==> src/rtl/unsigned_binary_divider.sv <==
// Sequential restoring divider, one quotient bit per clock.
// Pairs with the shift-add multiplier through the St/Done handshake.
module unsigned_binary_divider #(
    parameter int Q_W = 16,
    parameter int D_W = 4
) (
    input  logic               clk,
    input  logic               rst,
    input  logic               St,
    input  logic [Q_W+D_W-1:0] Dividend,
    input  logic [D_W-1:0]     Divisor,
    output logic [Q_W-1:0]     Quotient,
    output logic [D_W-1:0]     Remainder,
    output logic               Ovf,
    output logic               Done
);

    localparam int N_W   = Q_W + D_W;
    localparam int CNT_W = (Q_W > 1) ? $clog2(Q_W) : 1;

    typedef enum logic [1:0] {
        IDLE,
        CHECK,
        DIV,
        DONE
    } state_t;

    state_t            state;
    logic [N_W-1:0]    dvd;
    logic [D_W-1:0]    dvs;
    logic [D_W:0]      part;
    logic [Q_W-1:0]    q_work;
    logic [CNT_W-1:0]  cnt;

    logic [D_W:0]      trial;
    logic              fits;
    logic [D_W:0]      part_next;
    logic [Q_W-1:0]    q_next;
    logic              ovf_cond;
    logic              last;

    // One restoring step: bring down the next dividend bit and try a subtract.
    // The partial remainder stays below the divisor, so its top bit can be
    // dropped when forming the trial value without losing information.
    always_comb begin
        trial     = {part[D_W-1:0], dvd[Q_W-1]};
        fits      = (trial >= {1'b0, dvs});
        part_next = fits ? (trial - {1'b0, dvs}) : trial;
        q_next    = {q_work[Q_W-2:0], fits};
        ovf_cond  = (dvs == '0) || (dvd[N_W-1:Q_W] >= dvs);
        last      = (cnt == CNT_W'(Q_W - 1));
    end

    // Control FSM plus working and result registers; results load only on
    // the edge that enters DONE, so they hold steady through a new run.
    always_ff @(posedge clk or posedge rst) begin
        if (rst) begin
            state     <= IDLE;
            dvd       <= '0;
            dvs       <= '0;
            part      <= '0;
            q_work    <= '0;
            cnt       <= '0;
            Quotient  <= '0;
            Remainder <= '0;
            Ovf       <= 1'b0;
        end else begin
            unique case (state)
                IDLE: begin
                    if (St) begin
                        dvd   <= Dividend;
                        dvs   <= Divisor;
                        state <= CHECK;
                    end
                end
                CHECK: begin
                    if (ovf_cond) begin
                        Quotient  <= '0;
                        Remainder <= '0;
                        Ovf       <= 1'b1;
                        state     <= DONE;
                    end else begin
                        part   <= {1'b0, dvd[N_W-1:Q_W]};
                        q_work <= '0;
                        cnt    <= '0;
                        state  <= DIV;
                    end
                end
                DIV: begin
                    part            <= part_next;
                    q_work          <= q_next;
                    dvd[Q_W-1:0]    <= {dvd[Q_W-2:0], 1'b0};
                    cnt             <= cnt + CNT_W'(1);
                    if (last) begin
                        Quotient  <= q_next;
                        Remainder <= part_next[D_W-1:0];
                        Ovf       <= 1'b0;
                        state     <= DONE;
                    end
                end
                DONE: begin
                    state <= IDLE;
                end
                default: begin
                    state <= IDLE;
                end
            endcase
        end
    end

    // Done is a straight decode of the state register, so it cannot glitch.
    assign Done = (state == DONE);

endmodule

==> config.mk <==
export PLATFORM = sky130hd
export DESIGN_NAME = unsigned_binary_divider
export DESIGN_NICKNAME = d
export VERILOG_FILES = /design/src/rtl/unsigned_binary_divider.sv
export SDC_FILE = /design/constraint.sdc
export NUM_CORES = 1
export LEC_CHECK = 0
export BUFFER_PORTS_ARGS = -buffer_cell sky130_fd_sc_hd__buf_2
export CAP_MARGIN = 20
export CORE_ASPECT_RATIO = 1.2
export CORE_MARGIN = 2
export CORE_UTILIZATION = 55
export DETAILED_ROUTE_END_ITERATION = 7
export PLACE_DENSITY_LB_ADDON = 0.05
export SLEW_MARGIN = 25
export SYNTH_ARGS = -nofsm -noshare
export SYNTH_HDL_FRONTEND = slang
export SYNTH_SLANG_ARGS = --single-unit
==> constraint.sdc <==
create_clock -name clk -period 2.4 [get_ports clk]
set_clock_uncertainty 0.05 [all_clocks]
set_input_delay 0.24 -clock clk [delete_from_list [all_inputs] [get_ports clk]]
set_output_delay 0.24 -clock clk [all_outputs]
set_load 0.01 [all_outputs]
==> qor.yml <==
critical_path:
  r2r_cells: 7
  r2r_start: "dvs[3]$_DFFE_PP0P_"
  crit_path_end: "Ovf$_DFFE_PP0P_"
  worstPathArrival_ns: 2.44
  critPathMaxStageDelay_ns: 0.56
  r2r-end: "Ovf$_DFFE_PP0P_"
  cpMaxStageDelayCell: "a2111oi_2"
  cp_cell_sequence: "inv_1, ha_1, a2111oi_2, a221o_1, buf_12, nand2_1, o21ai_1"
  cp-end-kind: "flop"
  startpoint_type: "flop"
  cp-startpoint: "dvs[3]$_DFFE_PP0P_"
  crit_fanout: 37
  r2r_setup_slack_ns: 0.16
  cp.required_ns: 2.60
  crit_type: "flop to flop"
timing:
  grt_setup_unrepaired: "false"
  fmax_mhz: 446
  fin_hold_ws_ns: 0.0720
  maxSlewViolCount: 0
  fin_crit_sh: 0.934
  fin_tns_setup_ns: 0
  worst_pin_slew_ns: 0.619
  timing.final.crit_period_ns: 2.24
  finalSetupViolCount: 0
  slew_headroom: 0.586
  hold_viol_final: 0
clock_network:
  cts-root-buf: "clkbuf_8"
  insertion_delay_ns: 0.34
  post_cts_buffers: 0
  clk_pin_slew_worst_paths_ns: 0.08
  cts_resized: 0
  clockBufferDepth: 2
  clkSinkCount: 70
  cts_buffers: 9
  cts_max_level: 3
  cts_tree: "done"
final_layout:
  drive_gt1_frac: 0.243
  stdcell_area_mm2: 0.00387
  area_delta_synth_final_pct: 17.1
  final_util: 0.673
  final_nets: 403
  diodes: 0
floorplan:
  dieArea_mm2: 0.00664
  die_h_um: 88.9
  ios: 49
  core.rowCount: 30
  start_util: 0.575
  die_w_um: 74.7
  core_area_mm2: 0.00574
logic_synthesis:
  yosys-top-cells-count: "dfrtp_1, nand2_1, o21ai_0, o21ai_1, mux2i_1"
  synth_most_common_cell: "dfrtp_1"
  async_reset_ff_frac: 1.00
  syn_nets: 352
  yosysWarnings: 0
  syn-cell-area_mm2: 0.00330
  avgSynthCellArea_um2: 10.6
  syn_inst: 311
  synth_area_leader_cell: "dfrtp_1"
  synth_cell_types: 40
  synth_ff_type: "dfrtp_1"
  synth-seq-area-share: 0.531
  synth-edff-count: 0
  synth_area_leaders: "dfrtp_1, nand2_1, mux2i_1"
  synth-seq-cells: 70
  netlist.area_leader.share: 0.531
global_route:
  grt_pass1_vias: 2215
  antenna_found_initial: 0
  grt.total_usage: 0.209
  grt_pass1_wl_mm: 10.4
  grt_max_degree: 71
  grt_overflow_total: 0
worst_hold_path:
  hold_path.class: "input pin to flop"
power_and_ir_drop:
  power_frac_seq: 0.347
  p_leak_nw: 1.85
  switching_share: 0.408
  p_per_area_mw_per_mm2: 1460
  netSwitchingPower_mw: 2.31
  ir_drop_mv: 0.781
  combPwrFrac: 0.470
  p_int_mw: 3.34
  clkPwrFrac: 0.183
  p_total_mw: 5.65
placed_design:
  gp_congestion: 0.826
  hpwlAfterDp_mm: 4.21
  io_buffers: 48
  placed_cell_area_mm2: 0.00364
route:
  post_drt_wl_per_cell_um: 14.0
  drtPass1Iterations: 5
  vias: 2381
  drtIter0Drc: 123
  wl_mm: 6.24
  viasPerCell: 5.33
  ant_nets: 0
  drcViolationCount: 0
job:
  drv_cap: 0
run_status:
  outcome: "complete, no violations"
==> worst min path at each step <==
stage / from / end / slack, ns / depth (start not counted)
6_report: Dividend[18] / dvd[18]$_DFFE_PP0P_ / 0.07 / 2
5_1_grt: Divisor[1] / dvs[1]$_DFFE_PP0P_ / 0.07 / 2
4_1_cts: Dividend[18] / dvd[18]$_DFFE_PP0P_ / 0.06 / 2
3_5_place_dp: rst / q_work[3]$_DFFE_PP0P_ / 0.30 / 3
3_3_place_gp: rst / Quotient[2]$_DFFE_PP0P_ / 0.29 / 3
2_1_floorplan: Dividend[0] / dvd[0]$_DFFE_PP0P_ / 0.34 / 2
==> metrics by stage <==
| stage | worst slack [ns] | instances |
|---|---|---|
| after floorplan | 0.333 | 311 |
| after global placement | 0.294 | 430 |
| after detailed placement | 0.225 | 430 |
| after CTS | 0.161 | 447 |
| after global routing | 0.0159 | 447 |
| final | 0.159 | 447 |
==> cells in the final DEF, fill, tap and decap left out, drive strengths merged, types with 4 or more instances in the layout <==
cell type  instances
a21oi              4
a22o              16
buf               55
clkbuf            10
dfrtp             70
ha                13
inv               14
mux2              10
mux2i             17
nand2             63
nand2b             4
nor2               9
o21ai             42
==> cells by family (layout without fill, tap and decap cells) <==
family / after synthesis / count (layout) / share of synthesized area
AO/OA/AOI/OAI: 82 / 82 / 0.166
XOR/XNOR: 1 / 1 / 0.00265
adder cells (fa/ha/maj): 14 / 14 / 0.0553
buffers and inverters: 30 / 86 / 0.0432
flip-flops: 70 / 70 / 0.531
multiplexers: 27 / 27 / 0.0868
AND/OR/NAND/NOR: 87 / 87 / 0.115
==> area by class of cell <==
class	count	area [µm²]
fillers	465	1880
flip-flops and latches	70	1750
multi-input cells	211	1420
repair buffers	56	328
clock buffers	10	128
well taps	80	100
clock inverters	6	86.3
inverters	14	52.6
==> repair_timing <==
item / CTS / global route
endpoints found under the setup margin: 0 / 0
hold buffers: 1 / 0
hold endpoints to repair: 70 / 0
==> power by group through the flow <==
stage          sequential [mW]  clock (mW)  combinational, mW
2_1_floorplan             1.93           0               2.07
3_3_place_gp              1.97           0               2.59
3_5_place_dp              1.98           0               2.66
4_1_cts                   1.96        1.06               2.67
5_1_grt                   2.02        1.11               3.01
6_report                  1.96        1.04               2.66
==> worst max-delay path: cells and delay by family (launching register included) <==
kind                     cells  cell delay [ns]
AO/OA/AOI/OAI                3             0.99
adder cells (fa/ha/maj)      1             0.33
buffers and inverters        2             0.29
flip-flops                   1             0.41
AND/OR/NAND/NOR              1             0.08
==> flip-flops by register name, indices dropped and copies added (netlist names) <==
| name | count |
|---|---|
| Remainder | 4 |
| part | 4 |
| dvd | 20 |
| cnt | 4 |
| Quotient | 16 |
| dvs | 4 |
| q_work | 15 |
| state | 2 |
| Ovf | 1 |
==> layer usage <==
layer	up-vias	track usage	part of all wire	routed length (µm)
met5	-	0	0	0
met4	0	0.0990	0.011	66
met3	6	0.0376	0.040	250
met2	54	0.327	0.50	3130
met1	1131	0.283	0.45	2790
li1	1190	-	-	-
Note: power is estimated with default switching activity, not from simulation.
